<file path="config.mk">
export PLATFORM = sky130hd
export DESIGN_NAME = id_stage
export DESIGN_NICKNAME = d
export VERILOG_FILES = /design/src/rtl/id_stage.sv
export SDC_FILE = /design/constraint.sdc
export NUM_CORES = 1
export LEC_CHECK = 0
export ABC_CLOCK_PERIOD_IN_PS = 8400
export BUFFER_PORTS_ARGS = -buffer_cell sky130_fd_sc_hd__buf_2
export CAP_MARGIN = 30
export CORE_UTILIZATION = 40
export DETAILED_ROUTE_END_ITERATION = 16
export PLACE_DENSITY = 0.62
export SYNTH_ARGS = -nofsm -noshare
export SYNTH_HDL_FRONTEND = slang
export SYNTH_SLANG_ARGS = --single-unit
</file>
<file path="constraint.sdc">
create_clock -name clk -period 8.4 [get_ports clk]
set_input_delay 1.68 -clock clk [delete_from_list [all_inputs] [get_ports clk]]
set_output_delay 1.68 -clock clk [all_outputs]
set_load 0.005 [all_outputs]
</file>
<file path="src/rtl/id_stage.sv">
// -----------------------------------------------------------------------------
// id_stage
//   Instruction-decode stage of the 16-bit fetch/decode/execute pipeline.
//   Decodes a 16-bit instruction word, reads two operands from the internal
//   register file (R0 hard-wired to zero) and presents the decoded bundle to
//   the execute stage through a registered valid/ready output slot. The
//   register-file write port is driven by execute-stage writeback.
//
//   Instruction encoding: [15:12] op, [11:9] rd, [8:6] rs1, [5:3] rs2,
//   [5:0] imm6 (I-type only).
//     op 0-4 : R-type, opcode = op, data2 = R[rs2], writes rd
//     op 5   : ADDI, opcode = ADD, data2 = sext(imm6), writes rd
//     op 6-F : bubble, opcode = F (NOP), data1 = data2 = 0, no write
//
// Parameters
//   DATA_W      operand / register width
//   REG_CNT     number of registers (3-bit addresses, fixed by the encoding)
//   RESET_REGS  1: reset clears the register file, 0: register file not reset
//
// Optional feature
//   ID_WB_BYPASS_EN  when defined, a writeback to rs1/rs2 in the same cycle an
//                    instruction is accepted forwards wb_data into the operand.
//                    When undefined the operand sees the old register value.
//
// Ports
//   clk, rst              clock (rising edge), asynchronous active-high reset
//   in_valid, in_ready    instruction input handshake
//   instr_in              instruction word
//   out_valid, out_ready  decoded-bundle output handshake
//   opcode                ALU opcode (0 ADD, 1 SUB, 2 AND, 3 OR, 4 XOR, F NOP)
//   data1, data2          operands
//   rd_out, wen_out       destination register and its write enable
//   wb_en, wb_addr,       register-file writeback port
//   wb_data
// -----------------------------------------------------------------------------
module id_stage #(
  parameter int DATA_W     = 16,
  parameter int REG_CNT    = 8,
  parameter bit RESET_REGS = 1'b1
) (
  input  logic              clk,
  input  logic              rst,
  input  logic              in_valid,
  output logic              in_ready,
  input  logic [15:0]       instr_in,
  output logic              out_valid,
  input  logic              out_ready,
  output logic [3:0]        opcode,
  output logic [DATA_W-1:0] data1,
  output logic [DATA_W-1:0] data2,
  output logic [2:0]        rd_out,
  output logic              wen_out,
  input  logic              wb_en,
  input  logic [2:0]        wb_addr,
  input  logic [DATA_W-1:0] wb_data
);

  localparam logic [3:0] OP_ADD  = 4'h0;
  localparam logic [3:0] OP_XOR  = 4'h4;
  localparam logic [3:0] OP_ADDI = 4'h5;
  localparam logic [3:0] OP_NOP  = 4'hF;

  // R0 has no storage: entry i holds register i+1.
  logic [DATA_W-1:0] regs [REG_CNT-1];

  logic [3:0]        op;
  logic [2:0]        rd;
  logic [2:0]        rs1;
  logic [2:0]        rs2;
  logic [5:0]        imm6;
  logic [DATA_W-1:0] imm_ext;
  logic [DATA_W-1:0] rdata1;
  logic [DATA_W-1:0] rdata2;
  logic [3:0]        dec_opcode;
  logic [DATA_W-1:0] dec_data1;
  logic [DATA_W-1:0] dec_data2;
  logic              dec_wen;
  logic              accept;
  logic              wb_hit;

  assign op      = instr_in[15:12];
  assign rd      = instr_in[11:9];
  assign rs1     = instr_in[8:6];
  assign rs2     = instr_in[5:3];
  assign imm6    = instr_in[5:0];
  assign imm_ext = {{(DATA_W-6){imm6[5]}}, imm6};

  assign in_ready = !out_valid || out_ready;
  assign accept   = in_valid && in_ready;
  assign wb_hit   = wb_en && (wb_addr != 3'd0);

  // Operand read ports; R0 always reads zero.
  always_comb begin
    rdata1 = '0;
    rdata2 = '0;
    if (rs1 != 3'd0) begin
      rdata1 = regs[rs1 - 3'd1];
`ifdef ID_WB_BYPASS_EN
      if (wb_en && (wb_addr == rs1)) rdata1 = wb_data;
`endif
    end
    if (rs2 != 3'd0) begin
      rdata2 = regs[rs2 - 3'd1];
`ifdef ID_WB_BYPASS_EN
      if (wb_en && (wb_addr == rs2)) rdata2 = wb_data;
`endif
    end
  end

  // Instruction decode into the bundle that is captured on acceptance.
  always_comb begin
    dec_opcode = OP_NOP;
    dec_data1  = '0;
    dec_data2  = '0;
    dec_wen    = 1'b0;
    if (op <= OP_XOR) begin
      dec_opcode = op;
      dec_data1  = rdata1;
      dec_data2  = rdata2;
      dec_wen    = 1'b1;
    end else if (op == OP_ADDI) begin
      dec_opcode = OP_ADD;
      dec_data1  = rdata1;
      dec_data2  = imm_ext;
      dec_wen    = 1'b1;
    end
  end

  // Register file write port; writeback is independent of output stalls.
  generate
    if (RESET_REGS) begin : g_regs_reset
      always_ff @(posedge clk or posedge rst) begin
        if (rst) begin
          for (int i = 0; i < REG_CNT - 1; i++) regs[i] <= '0;
        end else if (wb_hit) begin
          regs[wb_addr - 3'd1] <= wb_data;
        end
      end
    end else begin : g_regs_noreset
      always_ff @(posedge clk) begin
        if (wb_hit) regs[wb_addr - 3'd1] <= wb_data;
      end
    end
  endgenerate

  // Output slot: loads on acceptance, empties when consumed with nothing new,
  // and holds everything while the execute stage stalls.
  always_ff @(posedge clk or posedge rst) begin
    if (rst) begin
      out_valid <= 1'b0;
      opcode    <= OP_NOP;
      data1     <= '0;
      data2     <= '0;
      rd_out    <= 3'd0;
      wen_out   <= 1'b0;
    end else if (accept) begin
      out_valid <= 1'b1;
      opcode    <= dec_opcode;
      data1     <= dec_data1;
      data2     <= dec_data2;
      rd_out    <= rd;
      wen_out   <= dec_wen;
    end else if (out_ready) begin
      out_valid <= 1'b0;
    end
  end

endmodule
</file>
==> results.cfg <==
[logic_synthesis]
netlist_instances = 571
synth_edf_count = 0
yosys_warnings = 0
netlist_area_um2 = 7630
synthesis.nets = 617
ys_types = 33
synth_flop_cell = dfrtp_1
synth.yosys.seq_area_share = 0.502
synth_area_per_cell_um2 = 13.4
async_flop_share = 1.00
ys_seq_elements = 153

[final_layout]
areaGrowthSynthToFinish_pct = 18.0
multi_input_area_um2 = 3600
final_net_count = 693
diodes = 0
final_area_um2 = 9010
drive_gt1_frac = 0.476
seqCellArea_um2 = 3830
nFillCells = 1626

[die]
io_pins = 82
start_util = 0.408
core_um2 = 18700
die_x_um = 140
die_area_um2 = 19600
fp-row-count = 50
die_h_um = 140

[timing]
worst_pin_slew_ns = 1.07
final.setup.tns_ns = 0
setup_violations = 0
slew_violations = 0
fin_skew_ns = 0.00534
rsz0062_at_grt = no
fin_worst_hold_slack_ns = 0.454
post-route-min-period_ns = 4.31
slew_headroom = 0.287
fmax_mhz = 232
finalCritPeriodShare = 0.513
finalHoldViolCount = 0

[routing]
drt-initial-drc-count = 383
firstDrtPassIters = 4
vias = 5316
wl_per_cell_um = 22.3
routed_via_density = 5.95
postRouteAntennaNets = 0
drcViolationCount = 0
routed_wl_um = 20000

[critical_path]
path_class = input port to flop
startpoint = instr_in[3]
critPathRequiredTime_ns = 8.71
path_common_cell = buf_4
reg2regPathDepth = 4
path_depth = 9
slowest_stage = ha_1
cp.arrival_ns = 4.62
critPathBufInv = 4
worstReg2RegStart = out_valid$_DFFE_PP0P_
start_kind = input port
cp-endpoint = data2[11]$_DFFE_PP0P_
crit_family = buffers and inverters
worstSetupEndpointType = flop
path_cells = buf_2 > buf_4 > inv_1 > ha_1 > buf_4 > mux2_2 > a221oi_1 > nor3_1 > o22a_1
r2r_setup_slack_ns = 5.62
crit-reg2reg-capture = data1[10]$_DFFE_PP0P_
max_stage_delay_ns = 0.75
path_max_fanout = 35

[flow_run]
cap_viol_max_count = 0

[min_path]
hold_class = flop to flop
hp-start = opcode[0]$_DFFE_PP1P_

[grt]
grt_remaining_overflow = 0
grt_use_total = 0.216
first_global_vias = 5755
grt_first_pass_wirelength_um = 32000
antenna_found_initial = 0
grt_max_degree = 80

[power]
p_leak_nw = 3.98
power_switching_mw = 0.653
ir_worst_vdd_v = 0.000126
intPower_mw = 1.82
combPwrFrac = 0.228
clockPowerShare = 0.338
p_sw_frac = 0.264
seqPwrFrac = 0.434
powerDensity_nw_per_um2 = 274

[status]
status = completed

[clocking]
path_clk_slew_ns = 0.06
root_buffer = clkbuf_16
clock-sinks = 153
insertion_delay_ns = 0.42
cts_tree = built
cts-buffers-inserted = 17
cts.repair.resized = 0
postCtsSetupBuffers = 0
cts_hold_buf = 0
htreeDepth = 4
clockBufferDepth = 2

[place]
placed_area_um2 = 8340
globalplace.congestion = 0.769
io_buffers = 81
hpwl_um = 12600
[power by group through the flow]
stage | registers (mW) | clock network, mW | logic [mW]
after floorplan | 1.03 | 0 | 0.428
after global placement | 1.06 | 0 | 0.538
after detailed placement | 1.08 | 0 | 0.562
after CTS | 1.07 | 0.850 | 0.565
after global routing | 1.09 | 0.884 | 0.610
final | 1.07 | 0.837 | 0.564
[cell type report]
| type | instances | area share |
|---|---|---|
| flip-flops and latches | 153 | 0.425 |
| multi-input cells | 367 | 0.400 |
| repair buffers | 98 | 0.0657 |
| clock buffers | 24 | 0.0535 |
| well taps | 234 | 0.0325 |
| clock inverters | 8 | 0.0183 |
| inverters | 10 | 0.00472 |
[through the flow]
step                      instances  worst slack (ns)  power (mW)   util
after floorplan                 571              2.61        1.46      -
after global placement          857              3.74        1.60  0.442
after detailed placement        861              3.67        1.64  0.446
after CTS                       893              4.09        2.48  0.480
after global routing            894              3.88        2.59  0.482
final                           894              4.09        2.47  0.482
[worst min-delay path by stage]
stage / end / depth (start not counted)
final: opcode[0]$_DFFE_PP1P_ / 2
after global routing: opcode[0]$_DFFE_PP1P_ / 2
after CTS: opcode[0]$_DFFE_PP1P_ / 2
after detailed placement: opcode[0]$_DFFE_PP1P_ / 2
after global placement: opcode[0]$_DFFE_PP1P_ / 2
after floorplan: opcode[0]$_DFFE_PP1P_ / 2
[synth_stat cells (2+ instances only)]
| cell | n | share of area |
|---|---|---|
| a221o_1 | 5 | 0.0066 |
| buf_6 | 2 | 0.0029 |
| o21ai_0 | 5 | 0.0033 |
| mux2_4 | 10 | 0.020 |
| nor4_1 | 5 | 0.0041 |
| nor2b_1 | 2 | 0.0016 |
| nand3_1 | 4 | 0.0026 |
| o22a_1 | 11 | 0.013 |
| ha_1 | 6 | 0.0098 |
| inv_1 | 10 | 0.0049 |
| o31ai_1 | 16 | 0.016 |
| nor2_1 | 37 | 0.018 |
| nand2_1 | 36 | 0.018 |
| nor3_1 | 11 | 0.0072 |
| a221oi_1 | 32 | 0.037 |
| xor2_1 | 2 | 0.0023 |
| mux4_2 | 32 | 0.094 |
| dfrtp_1 | 149 | 0.49 |
| buf_1 | 2 | 0.00098 |
| buf_2 | 13 | 0.0085 |
| dfstp_2 | 4 | 0.014 |
| nor3_2 | 3 | 0.0039 |
| xnor2_1 | 2 | 0.0023 |
| a21oi_1 | 2 | 0.0013 |
| clkbuf_1 | 24 | 0.012 |
| nand2b_1 | 6 | 0.0049 |
| mux2_2 | 134 | 0.20 |
[kinds of logic (layout without fill, tap and decap cells)]
group,after synthesis,after routing,synth area share
compound gates,73,73,0.0780
fa+ha+maj,6,6,0.00983
xor+xnor,4,4,0.00459
flops,153,153,0.502
mux,177,177,0.313
buf+inv,51,140,0.0292
simple gates,107,107,0.0633
[placed cells by master, fill, tap and decap left out, types with 2 or more instances in the layout]
cell type / netlist / final
bufinv_16: 0 / 5
nor3_1: 11 / 11
a221o_1: 5 / 5
clkinv_2: 0 / 3
o22a_1: 11 / 11
nor4_1: 5 / 5
inv_1: 10 / 9
a21oi_1: 2 / 2
nand2_1: 36 / 36
mux4_2: 32 / 32
nand2b_1: 6 / 6
o31ai_1: 16 / 16
mux2_4: 10 / 10
ha_1: 6 / 6
mux2_2: 134 / 134
nor2_1: 37 / 37
xor2_2: 0 / 2
buf_8: 0 / 2
clkbuf_16: 0 / 17
buf_16: 0 / 2
clkbuf_8: 0 / 3
nand3_1: 4 / 4
buf_2: 13 / 81
clkbuf_1: 24 / 4
buf_4: 0 / 12
dfrtp_1: 149 / 149
dfstp_2: 4 / 4
nor3_2: 3 / 3
a221oi_1: 32 / 32
o21ai_0: 5 / 4
[layer usage]
layer	global-route usage	vias to the layer above	share of wire
met1	0.277	2755	0.42
met5	0	-	0
met3	0.0438	51	0.060
met4	0.0949	0	0.028
li1	-	2305	-
met2	0.356	205	0.49
[sequential cells by signal (all words and copies together) (netlist names)]
register and flops:
rd_out 3, wen_out 1, opcode 4, out_valid 1, regs 112, data2 16, data1 16
[worst register-to-register path: stages (launching register included)]
cell,delay (ns)
dfrtp_1,0.37
nand2b_1,0.13
and2_1,0.71
nand3_1,0.92
o31ai_1,0.52
No activity file was read; power rests on OpenSTA's default activity.
